===== config.mk =====
export PLATFORM = sky130hd
export DESIGN_NAME = vga_timing_gen
export DESIGN_NICKNAME = d
export VERILOG_FILES = /design/src/rtl/vga_timing_gen.sv
export SDC_FILE = /design/constraint.sdc
export NUM_CORES = 1
export LEC_CHECK = 0
export BUFFER_PORTS_ARGS = -buffer_cell sky130_fd_sc_hd__buf_2
export CAP_MARGIN = 20
export CELL_PAD_IN_SITES_DETAIL_PLACEMENT = 0
export CELL_PAD_IN_SITES_GLOBAL_PLACEMENT = 1
export CORE_MARGIN = 8
export CORE_UTILIZATION = 42
export CTS_CLUSTER_SIZE = 12
export DETAILED_ROUTE_END_ITERATION = 16
export PLACE_DENSITY = 0.82
export RECOVER_POWER = 25
export SLEW_MARGIN = 25
export SYNTH_ARGS = -nofsm -noshare
export SYNTH_HDL_FRONTEND = slang
export SYNTH_SLANG_ARGS = --single-unit
export TNS_END_PERCENT = 50

===== constraint.sdc =====
create_clock -name clk -period 5.1 [get_ports clk]
set_input_delay 0.255 -clock clk [delete_from_list [all_inputs] [get_ports clk]]
set_output_delay 0.255 -clock clk [all_outputs]
set_load 0.03 [all_outputs]

===== src/rtl/vga_timing_gen.sv =====
// vga_timing_gen: VGA-style raster timing generator.
// Free-running horizontal/vertical counters advance on each pix_en tick.
// Sync, blanking, colour and frame-start outputs are registered from the
// pre-increment counters, so they trail pixel_x/pixel_y by one tick.
// Optional feature macro: VGA_TEST_PATTERN_EN. When it is defined,
// pattern_sel=1 replaces the active-area colour with eight vertical bars.
module vga_timing_gen #(
  parameter int H_ACTIVE = 640,
  parameter int H_FP     = 16,
  parameter int H_SYNC   = 96,
  parameter int H_BP     = 48,
  parameter int V_ACTIVE = 480,
  parameter int V_FP     = 10,
  parameter int V_SYNC   = 2,
  parameter int V_BP     = 33,
  parameter bit HS_POL   = 1'b0,
  parameter bit VS_POL   = 1'b0,
  parameter int COLOR_W  = 1,
  parameter int CNT_W    = 11
) (
  input  logic                 clk,
  input  logic                 rst,
  input  logic                 pix_en,
  input  logic [3*COLOR_W-1:0] rgb_in,
  input  logic                 pattern_sel,
  output logic [CNT_W-1:0]     pixel_x,
  output logic [CNT_W-1:0]     pixel_y,
  output logic                 hsync,
  output logic                 vsync,
  output logic                 video_on,
  output logic [3*COLOR_W-1:0] rgb_out,
  output logic                 frame_start
);

  localparam int H_TOTAL = H_ACTIVE + H_FP + H_SYNC + H_BP;
  localparam int V_TOTAL = V_ACTIVE + V_FP + V_SYNC + V_BP;

  // Counter-width versions of the decode points.
  localparam logic [CNT_W-1:0] H_LAST   = CNT_W'(H_TOTAL - 1);
  localparam logic [CNT_W-1:0] V_LAST   = CNT_W'(V_TOTAL - 1);
  localparam logic [CNT_W-1:0] H_ACT    = CNT_W'(H_ACTIVE);
  localparam logic [CNT_W-1:0] V_ACT    = CNT_W'(V_ACTIVE);
  localparam logic [CNT_W-1:0] H_SYNC_S = CNT_W'(H_ACTIVE + H_FP);
  localparam logic [CNT_W-1:0] H_SYNC_E = CNT_W'(H_ACTIVE + H_FP + H_SYNC - 1);
  localparam logic [CNT_W-1:0] V_SYNC_S = CNT_W'(V_ACTIVE + V_FP);
  localparam logic [CNT_W-1:0] V_SYNC_E = CNT_W'(V_ACTIVE + V_FP + V_SYNC - 1);
  localparam logic [CNT_W-1:0] CNT_ONE  = CNT_W'(1);

  // Counter state.
  logic [CNT_W-1:0] h_cnt_q, h_cnt_d;
  logic [CNT_W-1:0] v_cnt_q, v_cnt_d;

  // Registered outputs.
  logic                 hsync_q, hsync_d;
  logic                 vsync_q, vsync_d;
  logic                 video_on_q, video_on_d;
  logic [3*COLOR_W-1:0] rgb_out_q, rgb_out_d;
  logic                 frame_start_q, frame_start_d;

  // Decoded from the current (pre-increment) counters.
  logic                 h_in_sync;
  logic                 v_in_sync;
  logic                 in_active;
  logic                 at_origin;
  logic [3*COLOR_W-1:0] pix_color;

`ifdef VGA_TEST_PATTERN_EN
  // Bar width in pixels; the last bar absorbs any remainder of H_ACTIVE/8.
  localparam int BAR_W = H_ACTIVE / 8;

  logic [2:0]           bar_idx;
  logic [3*COLOR_W-1:0] bar_rgb;

  // Bar index by threshold comparison against constant bar boundaries.
  always_comb begin
    bar_idx = 3'd0;
    for (int k = 1; k < 8; k++) begin
      if (int'(h_cnt_q) >= k * BAR_W) begin
        bar_idx = 3'(k);
      end
    end
    bar_rgb = {{COLOR_W{bar_idx[2]}}, {COLOR_W{bar_idx[1]}}, {COLOR_W{bar_idx[0]}}};
  end

  assign pix_color = pattern_sel ? bar_rgb : rgb_in;
`else
  // pattern_sel has no function in this build; tie it off explicitly.
  logic pattern_sel_unused;
  assign pattern_sel_unused = pattern_sel;
  assign pix_color          = rgb_in;
`endif

  // Region decode for the pixel currently addressed by the counters.
  always_comb begin
    h_in_sync = (h_cnt_q >= H_SYNC_S) && (h_cnt_q <= H_SYNC_E);
    v_in_sync = (v_cnt_q >= V_SYNC_S) && (v_cnt_q <= V_SYNC_E);
    in_active = (h_cnt_q < H_ACT) && (v_cnt_q < V_ACT);
    at_origin = (h_cnt_q == '0) && (v_cnt_q == '0);
  end

  // Next-state for counters: horizontal wraps at line end and carries into vertical.
  always_comb begin
    h_cnt_d = h_cnt_q;
    v_cnt_d = v_cnt_q;
    if (pix_en) begin
      if (h_cnt_q == H_LAST) begin
        h_cnt_d = '0;
        if (v_cnt_q == V_LAST) begin
          v_cnt_d = '0;
        end else begin
          v_cnt_d = v_cnt_q + CNT_ONE;
        end
      end else begin
        h_cnt_d = h_cnt_q + CNT_ONE;
      end
    end
  end

  // Next-state for outputs: capture decoded values on a tick, hold otherwise.
  always_comb begin
    hsync_d       = hsync_q;
    vsync_d       = vsync_q;
    video_on_d    = video_on_q;
    rgb_out_d     = rgb_out_q;
    frame_start_d = frame_start_q;
    if (pix_en) begin
      hsync_d       = h_in_sync ? HS_POL : ~HS_POL;
      vsync_d       = v_in_sync ? VS_POL : ~VS_POL;
      video_on_d    = in_active;
      rgb_out_d     = in_active ? pix_color : '0;
      frame_start_d = at_origin;
    end
  end

  // State registers with synchronous active-low reset; syncs idle at their inactive level.
  always_ff @(posedge clk) begin
    if (!rst) begin
      h_cnt_q       <= '0;
      v_cnt_q       <= '0;
      hsync_q       <= ~HS_POL;
      vsync_q       <= ~VS_POL;
      video_on_q    <= 1'b0;
      rgb_out_q     <= '0;
      frame_start_q <= 1'b0;
    end else begin
      h_cnt_q       <= h_cnt_d;
      v_cnt_q       <= v_cnt_d;
      hsync_q       <= hsync_d;
      vsync_q       <= vsync_d;
      video_on_q    <= video_on_d;
      rgb_out_q     <= rgb_out_d;
      frame_start_q <= frame_start_d;
    end
  end

  assign pixel_x     = h_cnt_q;
  assign pixel_y     = v_cnt_q;
  assign hsync       = hsync_q;
  assign vsync       = vsync_q;
  assign video_on    = video_on_q;
  assign rgb_out     = rgb_out_q;
  assign frame_start = frame_start_q;

endmodule


==> flow_summary.yaml, run 1 <==
clock_tree:
  clk_path_buf_depth: 2
  cts_made_buffers: 5
  postCtsResizedCells: 0
  cts_sinks: 29
  path_clk_slew_ps: 100
  cts_tree: "done"
  hold_buffers: 0
  post_cts_buffers: 0
  htreeDepth: 2
  cts_root_buffer: "clkbuf_4"
  clk_latency_ps: 340
detailed_routing:
  drt_pass1_iterations: 4
  wl_per_cell_um: 14.11
  vias: 1324
  drt-total-wl_mm: 3.527
  drtIter0Drc: 133
  routed_via_density: 5.296
  drc: 0
  ant_nets: 0
pwr:
  p_int_mw: 0.3930
  p_sw_share_pct: 22.20
  p_leak_nw: 0.6665
  clkPwrFrac_pct: 47.3
  powerDensity_mw_per_mm2: 287.2
  p_comb_share_pct: 6.3
  ir_drop_v: 0.0001997
  p_switching_mw: 0.1121
  seqPwrFrac_pct: 46.4
sta:
  drv_slew: 0
  worst_slack_ps: 2917
  tns_ps: 0
  rsz0062_at_grt: "false"
  max-slew-margin-rel_pct: 75.31
  hold_violations: 0
  fin_hold_ws_ps: 170.7
  timing.fmax_mhz: 458.0
  finalCritPeriodShare_pct: 42.81
  fin_worst_skew_ps: 12.77
  finalCriticalPeriod_ps: 2183
  setup_violations: 0
  tightest_slew_ps: 365.3
final_layout:
  num-fill-cells: 323
  fin_util_pct: 51.90
  seqCellArea_um2: 580.6
  instances_no_fill: 250
  syn2layout_area_growth_pct: 17.76
  nets: 215
  drive_gt1_share_pct: 18.14
  multiInputGateArea_um2: 835.8
  final_cell_mix: "dfxtp_1 (29), buf_2 (20), nor2_1 (16), clkbuf_1 (14), nand2_1 (10)"
  antenna_cells: 0
  layout_commonest_cell: "dfxtp_1"
worst_hold_path:
  hold_class: "input pin to flip-flop"
global_route:
  antenna_found_initial: 0
  grt_pass1_vias: 1183
  grt_first_pass_wirelength_mm: 5.720
  gr-total-overflow: 0
  grt_max_degree: 24
  grt_util_all_layers_pct: 13.18
synth:
  syn-cell-area_mm2: 0.001494
  synth_nets: 181
  ys_ff_latch: 29
  ys.flop_type: "dfxtp_1"
  synthCells: 169
  seq_area_frac_synth_pct: 38.86
  synth.distinct_cells: 43
  avgSynthCellArea_um2: 8.840
  synth-edff-count: 0
  ys_warn_count: 0
  async_flop_share_pct: 0
place:
  dp_worst_setup_slack_ps: 2931
  place_congestion: 0.7967
  dp_hpwl_mm: 2.518
  io_buffers: 34
  placedCellCount: 242
setup_path:
  cp.required_ps: 5380
  critical_path_class: "flip-flop to flip-flop"
  arrival_ps: 2460
  worstPathMaxFanout: 23
  end_kind: "flip-flop"
  crit_path_start_kind: "flip-flop"
die:
  ioPinCount: 36
  die_w_um: 75.64
  fp.coreArea_mm2: 0.003390
  std_cell_rows: 21
  fp.dieH_um: 75.64
  initial_core_util_pct: 44.08
  die_area_mm2: 0.005721
outcome:
  outcome: "finished clean"
job:
  cap_violations: 0
## through the flow
stage	total power, mW	instance area (µm²)
floorplan	0.2629	1494
global placement	0.2723	1674
detailed placement	0.2729	1674
CTS	0.5099	1777
global route	0.5269	1759
finish	0.5052	1759
## sequential cells by signal, summed over array words and instances, names as in the netlist
name	flops
hsync	1
video_on	1
pixel_y	11
vsync	1
rgb_out	3
pixel_x	11
frame_start	1
## critical path: stages (launching register included)
cell and delay, ps:
dfxtp_1 440, ha_1 230, and4_1 360, nand4_4 340, or4_4 610, a21oi_2 160
## path summary, 6_finish.rpt
path         startpoint          end  slack [ps]  cells past startpoint
max          pixel_x[0]  pixel_y[10]        2920                      5
min           rgb_in[2]   rgb_out[2]         170                      3
max reg2reg  pixel_x[0]  pixel_y[10]        2920                      5
min reg2reg       hsync        hsync         510                      2
## layout make-up
cell class | instances | share of cell area (%)
repair buffers | 34 | 8.677
clock buffers | 5 | 2.134
flip-flops and latches | 29 | 33.00
well taps | 46 | 3.272
multi-input cells | 125 | 47.51
inverters | 8 | 1.707
clock inverters | 3 | 3.698
## cells in the mapped netlist (3+ instances only)
cell	n	area share [%]
o21ai_0	9	3.0
nor2b_1	5	2.1
a22oi_1	3	1.5
nand2_1	10	2.5
xor2_1	7	4.1
nor2_1	16	4.0
nor4_1	4	1.7
inv_1	8	2.0
and4_1	5	2.9
and2_1	3	1.3
nand3_1	7	2.3
nand4_1	6	2.5
dfxtp_1	29	39
a21oi_1	9	3.0
or3_1	8	3.4
ha_1	5	4.2
xnor2_1	4	2.3
## layer usage
metal	part of all wire, %	global-route usage (%)	routed length, µm	vias to the layer above
met4	1.2	4.051	42	0
met1	47	16.91	1664	606
met2	44	19.56	1549	34
met3	7.7	5.395	271	5
met5	0	0	0	-
li1	-	-	-	679
## power groups by stage
stage | Sequential (mW) | Clock, mW | Combinational (mW)
3_3_place_gp | 0.239 | 0 | 0.0331
4_1_cts | 0.234 | 0.242 | 0.0336
6_report | 0.234 | 0.239 | 0.0319
3_5_place_dp | 0.240 | 0 | 0.0334
5_1_grt | 0.235 | 0.257 | 0.0353
2_1_floorplan | 0.248 | 0 | 0.0152
## cells by family (layout without fill, tap and decap cells)
logic type | after synthesis | in the layout | share of synthesized area, %
AND/OR/NAND/NOR | 77 | 77 | 30.82
AO/OA/AOI/OAI | 31 | 31 | 13.82
flip-flops | 29 | 29 | 38.86
buffers and inverters | 15 | 50 | 5.193
XOR/XNOR | 11 | 11 | 6.449
adder cells (fa/ha/maj) | 5 | 5 | 4.188
multiplexers | 1 | 1 | 0.6700
No activity file was read; power rests on OpenSTA's default activity.
==> run 2: changes to the inputs <==
--- a/config.mk
+++ b/config.mk
@@ -5,15 +5,16 @@
 export SDC_FILE = /design/constraint.sdc
 export NUM_CORES = 1
 export LEC_CHECK = 0
+export ABC_AREA = 1
 export BUFFER_PORTS_ARGS = -buffer_cell sky130_fd_sc_hd__buf_2
 export CAP_MARGIN = 20
 export CELL_PAD_IN_SITES_DETAIL_PLACEMENT = 0
 export CELL_PAD_IN_SITES_GLOBAL_PLACEMENT = 1
 export CORE_MARGIN = 8
-export CORE_UTILIZATION = 42
+export CORE_UTILIZATION = 33
 export CTS_CLUSTER_SIZE = 12
 export DETAILED_ROUTE_END_ITERATION = 16
-export PLACE_DENSITY = 0.82
+export PLACE_DENSITY = 0.73
 export RECOVER_POWER = 25
 export SLEW_MARGIN = 25
 export SYNTH_ARGS = -nofsm -noshare
==> constraint.sdc (replaced) <==
create_clock -name clk -period 1.8 [get_ports clk]
set_input_delay 0.09 -clock clk [delete_from_list [all_inputs] [get_ports clk]]
set_output_delay 0.09 -clock clk [all_outputs]
set_load 0.03 [all_outputs]
==> flow_summary.yaml, run 2 <==
outcome:
  outcome: "finished clean"
pwr:
  p_switching_mw: 0.3549
  ir_drop_v: 0.0002625
  seqPwrFrac_pct: 41.6
  clkPwrFrac_pct: 51.1
  p_comb_share_pct: 7.3
  p_sw_share_pct: 22.24
  powerDensity_mw_per_mm2: 774.3
  p_leak_nw: 0.9327
  p_int_mw: 1.241
synth:
  seq_area_frac_synth_pct: 35.15
  avgSynthCellArea_um2: 6.401
  synthXorXnorAreaFrac_pct: 1.591
  synth_top_family_by_area: "simple AND/OR/NAND/NOR gates"
  synthCells: 258
  yosysTopAreaCell: "dfxtp_1"
  synth.distinct_cells: 24
  synth.most_common_cell: "nand2_1"
  synth_nets: 270
  synthAdderAreaFrac_pct: 3.788
  ys.flop_type: "dfxtp_1"
  synth_compound_area_share_pct: 7.500
  yosysTopAreaCellShare_pct: 35.15
  synth-edff-count: 0
  syn-cell-area_mm2: 0.001652
  synth_simple_gate_area_share_pct: 42.73
  muxShareOfSynthArea_pct: 0
  synth_top_cells_by_area: "dfxtp_1 (35%), nand2_1 (14%), nor2_1 (12%), inv_1 (7.5%), nand3_1 (6.4%)"
  synth_common_cells: "nand2_1 (61), nor2_1 (52), inv_1 (33)"
  async_flop_share_pct: 0
  ys_ff_latch: 29
  ys_warn_count: 0
setup_path:
  r2r_cells: 7
  cp_slowest_stage_delay_ps: 340
  r2r_slack_ps: 180
  arrival_ps: 1800
  critical_path_class: "flip-flop to flip-flop"
  crit-reg2reg-launch: "pixel_x[0]"
  cp.required_ps: 1980
  worstPathMaxFanout: 8
  end_kind: "flip-flop"
  crit_path_start_kind: "flip-flop"
  path_buf_inv: 1
  cp_slowest_cell: "dfxtp_1"
  crit_chain: "ha_1 > nand2_2 > nor2_4 > nand3_2 > buf_4 > nor3_1 > nor2_2"
  critPathTopFamily: "simple AND/OR/NAND/NOR gates"
  reg2reg_to: "pixel_y[8]"
global_route:
  antenna_found_initial: 0
  grt_first_pass_wirelength_mm: 7.452
  grt_max_degree: 14
  grt_util_all_layers_pct: 12.48
  gr-total-overflow: 0
  grt_pass1_vias: 1585
die:
  fp.coreArea_mm2: 0.004786
  std_cell_rows: 25
  initial_core_util_pct: 34.51
  die_area_mm2: 0.007525
  ioPinCount: 36
  die_w_um: 86.75
  fp.dieH_um: 86.75
sta:
  fin_worst_skew_ps: 6.434
  max-slew-margin-rel_pct: 74.68
  tightest_slew_ps: 381.5
  finalCriticalPeriod_ps: 1620
  worst_slack_ps: 180.4
  tns_ps: 0
  rsz0062_at_grt: "false"
  setup_violations: 0
  finalCritPeriodShare_pct: 89.98
  hold_violations: 0
  timing.fmax_mhz: 617.4
  drv_slew: 0
final_layout:
  drive_gt1_share_pct: 16.45
  final_cell_mix: "nand2_1 (61), nor2_1 (52), inv_1 (33), dfxtp_1 (29), nand3_1 (21)"
  layout_commonest_cell: "nand2_1"
  nets: 315
  antenna_cells: 0
  syn2layout_area_growth_pct: 24.77
detailed_routing:
  routed_via_density: 4.593
  drt-total-wl_mm: 4.541
  ant_nets: 0
  vias: 1704
  drc: 0
  wl_per_cell_um: 12.24
  drt_pass1_iterations: 4
  drtIter0Drc: 73
clock_tree:
  postCtsResizedCells: 0
  cts_tree: "done"
  post_cts_buffers: 0
  clk_latency_ps: 280
  cts_sinks: 29
  clk_path_buf_depth: 2
  htreeDepth: 2
  cts_root_buffer: "clkbuf_8"
  path_clk_slew_ps: 70
  hold_buffers: 0
  cts_made_buffers: 5
place:
  dp_worst_setup_slack_ps: 187.0
  io_buffers: 34
  place_congestion: 0.8033
  dp_hpwl_mm: 3.570
worst_hold_path:
  hold_class: "input pin to flip-flop"
  hold_path_depth: 3
  hold_end: "rgb_out[0]"
  min_from: "rgb_in[0]"
job:
  cap_violations: 0
==> run 2: power groups by stage <==
stage / sequential, mW / combinational, mW / clock [mW]
after floorplan: 0.707 / 0.0487 / 0
after global placement: 0.677 / 0.120 / 0
after detailed placement: 0.678 / 0.121 / 0
after CTS: 0.663 / 0.122 / 0.839
after global routing: 0.664 / 0.131 / 0.866
final: 0.663 / 0.117 / 0.816
==> run 2: layout make-up <==
class	count	area, µm²
fill	539	2725
multi-input combinational	191	918.4
sequential	29	580.6
timing repair buffer	43	220.2
inverter	33	123.9
tap	67	83.83
clock buffer	5	68.82
clock inverter	3	65.06
==> run 2: logic make-up (layout without fill, tap and decap cells) <==
| kind of cell | count (synthesis) | in the layout |
|---|---|---|
| AND/OR/NAND/NOR | 162 | 162 |
| XOR/XNOR | 3 | 3 |
| buffers and inverters | 38 | 84 |
| AO/OA/AOI/OAI | 21 | 21 |
| adder cells (fa/ha/maj) | 5 | 5 |
| flip-flops | 29 | 29 |
==> run 2: worst reg2reg max path, delay by kind of cell (launching register included) <==
family | cells | cell delay [ps]
adder cells (fa/ha/maj) | 1 | 250
buffers and inverters | 1 | 250
flip-flops | 1 | 340
AND/OR/NAND/NOR | 5 | 670
==> run 2: routing by layer <==
metal  up-vias  GRT usage, %  wire (µm)
met5         -             0          0
met4         0         4.225         59
met3         6         4.537        278
met2        32         21.18       2124
met1       765         14.01       2079
li1        901             -          -
==> run 2: through the flow <==
stage               hold WS [ps]  cells  area (µm²)  total power [mW]  utilization [%]
floorplan                  245.7    258        1652            0.7560                -
global placement           363.0    363        1944            0.7976            40.63
detailed placement         370.4    363        1944            0.7983            40.63
CTS                        62.62    371        2078             1.624            43.42
global route               75.50    371        2061             1.661            43.06
finish                     70.32    371        2061             1.596            43.06
==> run 2: worst max-delay path by stage <==
| stage | from | to | cells past startpoint |
|---|---|---|---|
| 3_3_place_gp | pixel_x[0] | pixel_y[5] | 7 |
| 4_1_cts | pixel_x[0] | pixel_y[8] | 7 |
| 3_5_place_dp | pixel_x[0] | pixel_y[8] | 7 |
| 5_1_grt | pixel_x[0] | pixel_y[9] | 7 |
| 2_1_floorplan | pixel_x[0] | pixel_y[8] | 7 |
| 6_report | pixel_x[0] | pixel_y[8] | 7 |
